<file path="src/rtl/scanline_reader_pkg.sv">
// Shared GPU scanline definitions: line geometry, reader state encoding and
// the 2-bit colour index type consumed by the palette stage.
package scanline_reader_pkg;

  localparam int SL_LINE_BYTES      = 20;
  localparam int SL_PIXELS_PER_LINE = 8 * SL_LINE_BYTES;

  typedef enum logic [1:0] {
    ST_IDLE  = 2'd0,
    ST_LOAD  = 2'd1,
    ST_SHIFT = 2'd2,
    ST_DONE  = 2'd3
  } sl_state_e;

  typedef logic [1:0] color_idx_t;

endpackage

</file>
<file path="src/rtl/scanline_reader_if.sv">
// Pixel stream from the scanline reader to the palette/LCD stage.
// The reader is the master; the palette lookup is the slave.
interface scanline_reader_if #(
  parameter int X_W = 8
) ();
  import scanline_reader_pkg::*;

  color_idx_t     px_data;
  logic [X_W-1:0] px_x;
  logic           px_valid;
  logic           px_ready;

  modport master (output px_data, output px_x, output px_valid, input px_ready);
  modport slave  (input px_data, input px_x, input px_valid, output px_ready);

endinterface

</file>
<file path="src/rtl/scanline_reader_bitplane_shifter.sv">
// Dual 8-bit load/shift register for the low and high bitplanes; presents
// the current MSB pair as a colour index {hi[7], lo[7]}.
module scanline_bitplane_shifter
  import scanline_reader_pkg::*;
(
  input  logic       clk,
  input  logic       rst,
  input  logic       i_load,
  input  logic       i_shift,
  input  logic [7:0] i_lo,
  input  logic [7:0] i_hi,
  output color_idx_t o_px
);

  logic [7:0] r_lo;
  logic [7:0] r_hi;

  // Load has priority: a reload replaces the byte that has just been drained.
  always_ff @(posedge clk) begin
    if (rst) begin
      r_lo <= 8'h00;
      r_hi <= 8'h00;
    end else if (i_load) begin
      r_lo <= i_lo;
      r_hi <= i_hi;
    end else if (i_shift) begin
      r_lo <= {r_lo[6:0], 1'b0};
      r_hi <= {r_hi[6:0], 1'b0};
    end
  end

  assign o_px = {r_hi[7], r_lo[7]};

endmodule

</file>
<file path="src/rtl/scanline_reader.sv">
// Read side of the scanline buffer pair: fetches one line of low/high plane
// bytes and streams it out MSB-first as 2-bit colour indices.
module scanline_reader
  import scanline_reader_pkg::*;
#(
  parameter int LINE_BYTES = SL_LINE_BYTES,
  parameter int ADDR_W     = 5,
  parameter int X_W        = 8
) (
  input  logic              clk,
  input  logic              rst,
  input  logic              i_start,
  output logic [ADDR_W-1:0] o_lo_addr,
  input  logic [7:0]        i_lo_data,
  output logic [ADDR_W-1:0] o_hi_addr,
  input  logic [7:0]        i_hi_data,
  output logic              o_busy,
  output logic              o_line_done,
  scanline_reader_if.master px
);

  sl_state_e         r_state;
  sl_state_e         w_state_nxt;
  logic [ADDR_W-1:0] r_rd_idx;
  logic [2:0]        r_bit_cnt;
  logic [X_W-1:0]    r_px_x;
  logic              w_load;
  logic              w_shift;
  logic              w_clear;
  logic              w_hs;
  logic              w_last;
  color_idx_t        w_px;

  // Next-state and datapath enables; the reload on the eighth bit keeps the
  // pixel stream free of bubbles between bytes.
  always_comb begin
    w_state_nxt = r_state;
    w_load      = 1'b0;
    w_shift     = 1'b0;
    w_clear     = 1'b0;
    w_hs        = 1'b0;
    w_last      = 1'b0;
    case (r_state)
      ST_IDLE: begin
        if (i_start) begin
          w_clear     = 1'b1;
          w_state_nxt = ST_LOAD;
        end else begin
          w_state_nxt = ST_IDLE;
        end
      end
      ST_LOAD: begin
        w_load      = 1'b1;
        w_state_nxt = ST_SHIFT;
      end
      ST_SHIFT: begin
        w_hs = px.px_ready;
        if (!w_hs) begin
          w_state_nxt = ST_SHIFT;
        end else if (r_bit_cnt != 3'd7) begin
          w_shift = 1'b1;
        end else if (r_rd_idx != ADDR_W'(LINE_BYTES)) begin
          w_load = 1'b1;
        end else begin
          w_last      = 1'b1;
          w_state_nxt = ST_DONE;
        end
      end
      ST_DONE: begin
        w_state_nxt = ST_IDLE;
      end
      default: begin
        w_state_nxt = ST_IDLE;
      end
    endcase
  end

  // State and counters; px_x stops at the last pixel rather than running past it.
  always_ff @(posedge clk) begin
    if (rst) begin
      r_state   <= ST_IDLE;
      r_rd_idx  <= '0;
      r_bit_cnt <= 3'd0;
      r_px_x    <= '0;
    end else begin
      r_state <= w_state_nxt;
      if (w_clear) begin
        r_rd_idx  <= '0;
        r_bit_cnt <= 3'd0;
        r_px_x    <= '0;
      end else begin
        if (w_load) begin
          r_rd_idx <= r_rd_idx + ADDR_W'(1);
        end
        if (w_hs) begin
          r_bit_cnt <= r_bit_cnt + 3'd1;
          if (!w_last) begin
            r_px_x <= r_px_x + X_W'(1);
          end
        end
      end
    end
  end

  scanline_bitplane_shifter u_shifter (
    .clk     (clk),
    .rst     (rst),
    .i_load  (w_load),
    .i_shift (w_shift),
    .i_lo    (i_lo_data),
    .i_hi    (i_hi_data),
    .o_px    (w_px)
  );

  assign o_lo_addr   = r_rd_idx;
  assign o_hi_addr   = r_rd_idx;
  assign o_busy      = (r_state != ST_IDLE);
  assign o_line_done = (r_state == ST_DONE);
  assign px.px_valid = (r_state == ST_SHIFT);
  assign px.px_data  = w_px;
  assign px.px_x     = r_px_x;

endmodule

</file>
<file path="src/flat_wrapper.sv">
// flat-port wrapper written by rule: the top's interface ports become plain ports
module scanline_reader_flat import scanline_reader_pkg::*;
#(
  parameter int LINE_BYTES = SL_LINE_BYTES,
  parameter int ADDR_W     = 5,
  parameter int X_W        = 8
)
  (clk, rst, i_start, o_lo_addr, i_lo_data, o_hi_addr, i_hi_data, o_busy, o_line_done, px_px_data, px_px_x, px_px_valid, px_px_ready);
  scanline_reader_if #(.X_W(X_W)) px_i ();
  input  logic clk;
  input  logic rst;
  input  logic i_start;
  output logic [ADDR_W-1:0] o_lo_addr;
  input  logic [7:0] i_lo_data;
  output logic [ADDR_W-1:0] o_hi_addr;
  input  logic [7:0] i_hi_data;
  output logic o_busy;
  output logic o_line_done;
  output wire logic [$bits(px_i.px_data)-1:0] px_px_data;
  output wire logic [$bits(px_i.px_x)-1:0] px_px_x;
  output wire logic [$bits(px_i.px_valid)-1:0] px_px_valid;
  input wire logic [$bits(px_i.px_ready)-1:0] px_px_ready;
  assign px_px_data = px_i.px_data;
  assign px_px_x = px_i.px_x;
  assign px_px_valid = px_i.px_valid;
  assign px_i.px_ready = px_px_ready;
  scanline_reader #(.LINE_BYTES(LINE_BYTES), .ADDR_W(ADDR_W), .X_W(X_W)) u_core (.clk(clk), .rst(rst), .i_start(i_start), .o_lo_addr(o_lo_addr), .i_lo_data(i_lo_data), .o_hi_addr(o_hi_addr), .i_hi_data(i_hi_data), .o_busy(o_busy), .o_line_done(o_line_done), .px(px_i));
endmodule
</file>
<file path="config.mk">
export PLATFORM = sky130hd
export DESIGN_NAME = scanline_reader_flat
export DESIGN_NICKNAME = d
export VERILOG_FILES = /design/src/rtl/scanline_reader_pkg.sv /design/src/rtl/scanline_reader_if.sv /design/src/rtl/scanline_reader_bitplane_shifter.sv /design/src/rtl/scanline_reader.sv /design/src/flat_wrapper.sv
export SDC_FILE = /design/constraint.sdc
export NUM_CORES = 1
export LEC_CHECK = 0
export CORE_MARGIN = 5
export CORE_UTILIZATION = 48
export DETAILED_ROUTE_END_ITERATION = 12
export PLACE_DENSITY = 0.88
export RECOVER_POWER = 25
export SKIP_CTS_REPAIR_TIMING = 1
export SYNTH_ARGS = -nofsm -noshare
export SYNTH_HDL_FRONTEND = slang
export SYNTH_SLANG_ARGS = --single-unit
</file>
<file path="constraint.sdc">
create_clock -name clk -period 2.15 [get_ports clk]
set_input_delay 0.3225 -clock clk [delete_from_list [all_inputs] [get_ports clk]]
set_output_delay 0.3225 -clock clk [all_outputs]
set_load 0.03 [all_outputs]
</file>
# --- Word-level counts from Yosys, hierarchy flattened ---
# Index checks and enable logic that the tools add are counted.
word_totals:
  latch_bits: 0
  ff_bits: 34
  mem_count: 0
  romBits: 0
  input_bits: 20
  elab_cells: 46
  ram_bits: 0
  output_inout_bits: 23
op_classes:
  div: 0
  multipliers: 0
  n_addsub: 3
  reduce_logical: 6
  shifts: 0
  magnitude_cmp: 0
  bitwise_logic: 1
  n_eq_ne: 7
  mux: 23
ops:
  columns: ["cell", "count"]
  rows:
  - ["$mux W8", 4]
  - ["$mux W1", 14]
  - ["$ne A3 B3 Y1 const B", 3]
  - ["$add A8 B1 Y8 const B", 1]
  - ["$pmux W2 S4", 1]
  - ["$mux W2", 3]
  - ["$add A5 B1 Y5 const B", 1]
  - ["$ne A5 B5 Y1 const B", 1]
  - ["$eq A2 B2 Y1 const B", 2]
  - ["$reduce_and A2 Y1", 2]
  - ["$reduce_bool A2 Y1", 2]
  - ["$add A3 B1 Y3 const B", 1]
  - ["$eq A2 B1 Y1 const B", 1]
  - ["$logic_not A2 Y1", 1]
  - ["$pmux W1 S2", 1]
  - ["$reduce_or A2 Y1", 1]
  - ["$not A1 Y1", 1]

# --- Depth between registers and ports, before layout ---
logic_depth:
  depth_word: 7
  ltp_mapped: 9
  ltp_nobuf: 6

# --- By module ---
# Synthesis repeated with hierarchy kept, for this count alone.
hier_totals:
  cells_unflattened: 183
  area_unflattened_um2: 1766.7
by_module_without_submodules:
  columns: ["module", "cells_each", "area_each_um2", "instances"]
  rows:
  - ["scanline_reader", 110, 1008.5, 1]
  - ["scanline_bitplane_shifter", 73, 758.2, 1]

# --- Worst setup path before layout ---
# Ideal clock, no wire load.
synth_path:
  path_kind: "reg2reg"
  start: "register u_core.r_rd_idx[0] (netlist: u_core.o_hi_addr[0])"
  end: "register u_core.r_rd_idx[4] (netlist: u_core.o_hi_addr[4])"
  path_buffers: 2
  stages_incl_launch_ff: 9
  setup_ns: 0.070
  t_arrival_ns: 1.907
  path_slack_ns: 0.173
  cell_sequence: "dfxtp_1 -> inv_1 -> ha_1 -> and4b_1 -> buf_6 -> a2bb2oi_2 -> buf_6 -> or3_1 -> a21oi_1"
synth_between:
  elab_chain_cells: 5
  word_cells_on_any_way: 6
  classes_between: "add/sub: 1; eq/ne: 1; mux: 4"
synth_rtl:
  columns: ["element", "line_no", "rtl"]
  rows:
  - ["start: declaration", "scanline_reader.sv:24", "logic [ADDR_W-1:0] r_rd_idx;"]
  - ["start signal: assignment", "scanline_reader.sv:93", "r_rd_idx <= r_rd_idx + ADDR_W'(1);"]
  - ["$ne A5 B5 Y1", "scanline_reader.sv:62", "end else if (r_rd_idx != ADDR_W'(LINE_BYTES)) begin"]
  - ["$mux W1", "scanline_reader.sv:62", null]
  - ["$mux W1", "scanline_reader.sv:60", "end else if (r_bit_cnt != 3'd7) begin"]
  - ["$mux W1", "scanline_reader.sv:58", "if (!w_hs) begin"]
  - ["$pmux W1 S2", "scanline_reader.sv:43", "case (r_state)"]
# Parallel ways exist; a longest one is shown, timed or not.
# A chain may end at the register's enable or synchronous reset.

# --- Worst setup path after layout ---
# Same ends and word-level chain as after synthesis.

==> impl_summary.txt <==
----------------------------------------------------
[Layout]
  Finished Layout Cells ... 264
  Count of inserted antenna diode cells ... 0
  P&R area growth vs syn ... 28.3%
  Final layout net count ... 247
  Fraction of final layout cells sized beyond drive strength 1 ... 8.26%
  Post-layout util ... 64.8%

[Worst setup path]
  Length in cells of the worst reg-to-reg path ... 7
  Endpoint type of the worst setup path ... flip-flop
  Critical Path AT ... around 2.2 ns
  Data required time of the worst path ... between 2 and 2.5 ns
  Startpoint-to-endpoint class of the critical path ... reg2reg
  CP bufs+invs ... 2
  Critical path capture point ... u_core.o_hi_addr[4]
  Critical path launch point type ... flip-flop
  Slowest cell on crit path ... dfxtp_1
  Startpoint of the most critical setup path ... u_core.o_hi_addr[0]
  Capture instance of the worst register-to-register path ... u_core.o_hi_addr[4]
  Cell breakdown of the critical path ... inv_1, ha_1, and4b_1, a2bb2oi_2, buf_12, or3_1, a21oi_1
  Reg-to-reg slack, setup ... 0.22 ns
  Number of gates on the worst path with buffers counted ... 7
  Peak fanout along the critical path ... 38
  Worst reg2reg path startpoint ... u_core.o_hi_addr[0]
  Family with the most delay on the worst path ... simple AND/OR/NAND/NOR gates
  Stage delay of the slowest cell on the critical path ... roughly 0.40 ns

[Synthesis]
  Dominant cell type by area after synthesis ... dfxtp_1
  Post-synth net total ... 212
  Cell count after synthesis ... about 180
  Post-synthesis average cell area ... 9.40 um2
  Sequential element share of the synthesized area ... 39.8%
  Most common flop cell mapped by yosys ... dfxtp_1
  Portion of synthesized cell area occupied by the leading cell type ... 39.8%
  EDFF count, synth ... 0
  Ranking of synthesized cells by area ... dfxtp_1, mux2i_1, a211oi_1
  Number of distinct library cells after synthesis ... 26
  Fraction of registers with async set or reset after synthesis ... 0%
  #FFs+latches synth ... 34
  Cell Area, Synth ... 0.00171 mm2
  Synth Warn # ... 0

[Clock network]
  Buffers from clock root to sink, at most ... 2
  Buffer type at the clock tree root ... clkbuf_4
  Maximum level of the CTS H-tree ... 2
  Number of buffers created by CTS ... 5
  Later-pin clock latency in the skew report ... 0.34 ns
  CTS tree ... built
  Number of clock sinks ... 34
  CTS clock-pin slew for the worst setup and hold paths ... 0.11 ns

[STA]
  Skew final ... between 0.009 and 0.01 ns
  Unrepaired setup endpoints after global routing ... false
  Minimum clock period after layout ... 1.93 ns
  Aggregate negative setup slack ... 0 ns
  Max-Slew Margin vs Limit ... 73.4%
  Final-report max-slew violation count ... 0
  Hold Fails Final Rpt ... 0
  Setup-failing EPs final ... 0
  Transition time of the tightest slew-check pin ... 0.399 ns
  Maximum achievable frequency ... 519 MHz
  Fin crit share ... 89.6%

[Route]
  Total routed wirelength ... 3430 um
  Violation count after the first detailed-route iteration ... 78
  Per-cell routed wire length ... 13.0 um
  Remaining design rule violation count ... 0
  Antenna Violating Nets Remaining ... 0
  First drt pass iteration count ... 4
  Post-DR vias/cell ... 5.16
  Number of vias in the routed layout ... approximately 1400

[Floorplanning]
  Site row count ... 21
  Initial Utilization ... between 50% and 60%
  Floorplan die area ... 0.00486 mm2
  Vertical extent of the die ... roughly 70 um
  Die X ... 69.7 um
  Core ar. ... 0.00339 mm2
  Top-level I/O count ... 43

[Place]
  Cell total after placement ... 256
  Routability congestion estimate ... 0.778
  Number of I/O port buffers ... 42
  Post-DP HPWL ... roughly 2500 um

[GRT]
  Total global-route track usage ... 14.1%
  Vias in the first global route ... between 1000 and 1500
  GRT Residual Overflow ... 0
  First-pass GRT wire length ... 5620 um
  Maximum number of pins on one net before global-route repair ... 39
  Number of antenna violations at the first check in global routing ... 0

[Pwr]
  Max rail drop VDD ... 0.000448 V
  Total power density per cell area ... between 600 and 700 mW/mm2
  Final Total Pwr ... 1.54 mW
  Leakage power total ... 0.941 nW

[Job]
  Max_cap viols ... 0

[Hold path]
  Type of the most critical hold path ... reg2reg

[Outcome]
  Status ... finished, final reports clean

----------------------------------------------------
==> layout make-up <==
cell class | count | area (um2)
Fill cell | 281 | 1190
Inverter | 7 | 26.3
Clock buffer | 5 | 37.5
Multi-Input combinational cell | 122 | 877
Tap cell | 46 | 57.6
Sequential cell | 34 | 681
Clock inverter | 3 | 45.0
Timing Repair Buffer | 47 | 472
==> power by group <==
part / internal (mW) / total (mW) / switching, mW
Combinational: 0.159 / 0.353 / 0.193
Sequential: 0.678 / 0.709 / 0.0311
Clock: 0.244 / 0.473 / 0.230
Total: 1.08 / 1.54 / 0.454
==> cell usage in the layout (no fill, tap or decap) <==
cell	instances
nand2_1	5
nand4_1	3
a2bb2oi_2	1
and2_1	2
buf_12	1
or3_1	3
mux2i_1	19
a2111oi_2	2
clkinvlp_4	2
a31o_2	1
clkdlybuf4s50_1	32
bufinv_16	1
clkbuf_4	5
inv_1	7
dlymetal6s2s_1	2
buf_4	3
o21ai_0	3
nor2_1	29
clkbuf_1	1
a211oi_1	19
and4b_1	1
xnor2_1	7
dfxtp_1	34
a21o_1	1
dlygate4sd3_1	8
xor2_1	1
a21oi_1	7
nand3b_2	1
ha_1	10
nand3_1	6
a21oi_2	1
==> layer usage <==
layer | GRT usage (%) | part of all wire (%)
met5 | 0 | 0
met4 | 5.11 | 0.64
met3 | 4.78 | 4.8
met2 | 23.3 | 48
met1 | 17.0 | 47
==> cell families after synthesis <==
group | count (synthesis) | synth area share [%]
buf+inv | 26 | 8.99
simple gates | 50 | 13.4
compound gates | 35 | 15.4
flops | 34 | 39.8
mux | 19 | 11.1
xor+xnor | 8 | 4.09
fa+ha+maj | 10 | 7.31
==> flip-flops by register name, indices dropped and copies added (netlist names) <==
signal / cells
u_core.px.px_x: 8
u_core.u_shifter.r_hi: 8
u_core.u_shifter.r_lo: 8
u_core.o_hi_addr: 5
u_core.r_bit_cnt: 3
u_core.r_state: 2
==> tightest hold or removal path, delay by kind of cell, from the launching register on <==
family          cells  cell delay, ns
flops               1            0.33
simple gates        1            0.06
compound gates      1            0.05
==> cell usage after synthesis (3+ instances only) <==
cell,instances
a211oi_1,19
buf_6,3
dfxtp_1,34
nand4_1,3
o21ai_0,3
nand3_1,6
ha_1,10
xnor2_1,7
buf_2,3
inv_1,7
nand2_1,5
a21oi_1,7
or3_1,3
buf_4,8
mux2i_1,19
clkbuf_1,5
nor2_1,29
==> how the worst min path moves through the flow <==
stage | cells past startpoint | endpoint | startpoint | slack [ns]
2_1_floorplan | 2 | u_core.r_bit_cnt[1] | u_core.r_bit_cnt[1] | 0.44
3_3_place_gp | 2 | u_core.r_bit_cnt[1] | u_core.r_bit_cnt[1] | 0.45
3_5_place_dp | 2 | u_core.r_bit_cnt[2] | u_core.r_bit_cnt[2] | 0.47
4_1_cts | 2 | u_core.r_bit_cnt[2] | u_core.r_bit_cnt[2] | 0.48
5_1_grt | 2 | u_core.r_bit_cnt[2] | u_core.r_bit_cnt[2] | 0.52
6_report | 2 | u_core.r_bit_cnt[2] | u_core.r_bit_cnt[2] | 0.48
==> per-stage QoR <==
stage	setup WS [ns]	hold slack (ns)	cell area [um2]
after detailed placement	0.185	0.466	2110
after global routing	0.0971	0.518	2200
final	0.223	0.480	2200
after floorplan	0.173	0.440	1710
after CTS	-0.0610	0.481	2190
after global placement	0.219	0.446	2110
No activity file was read; power rests on OpenSTA's default activity.
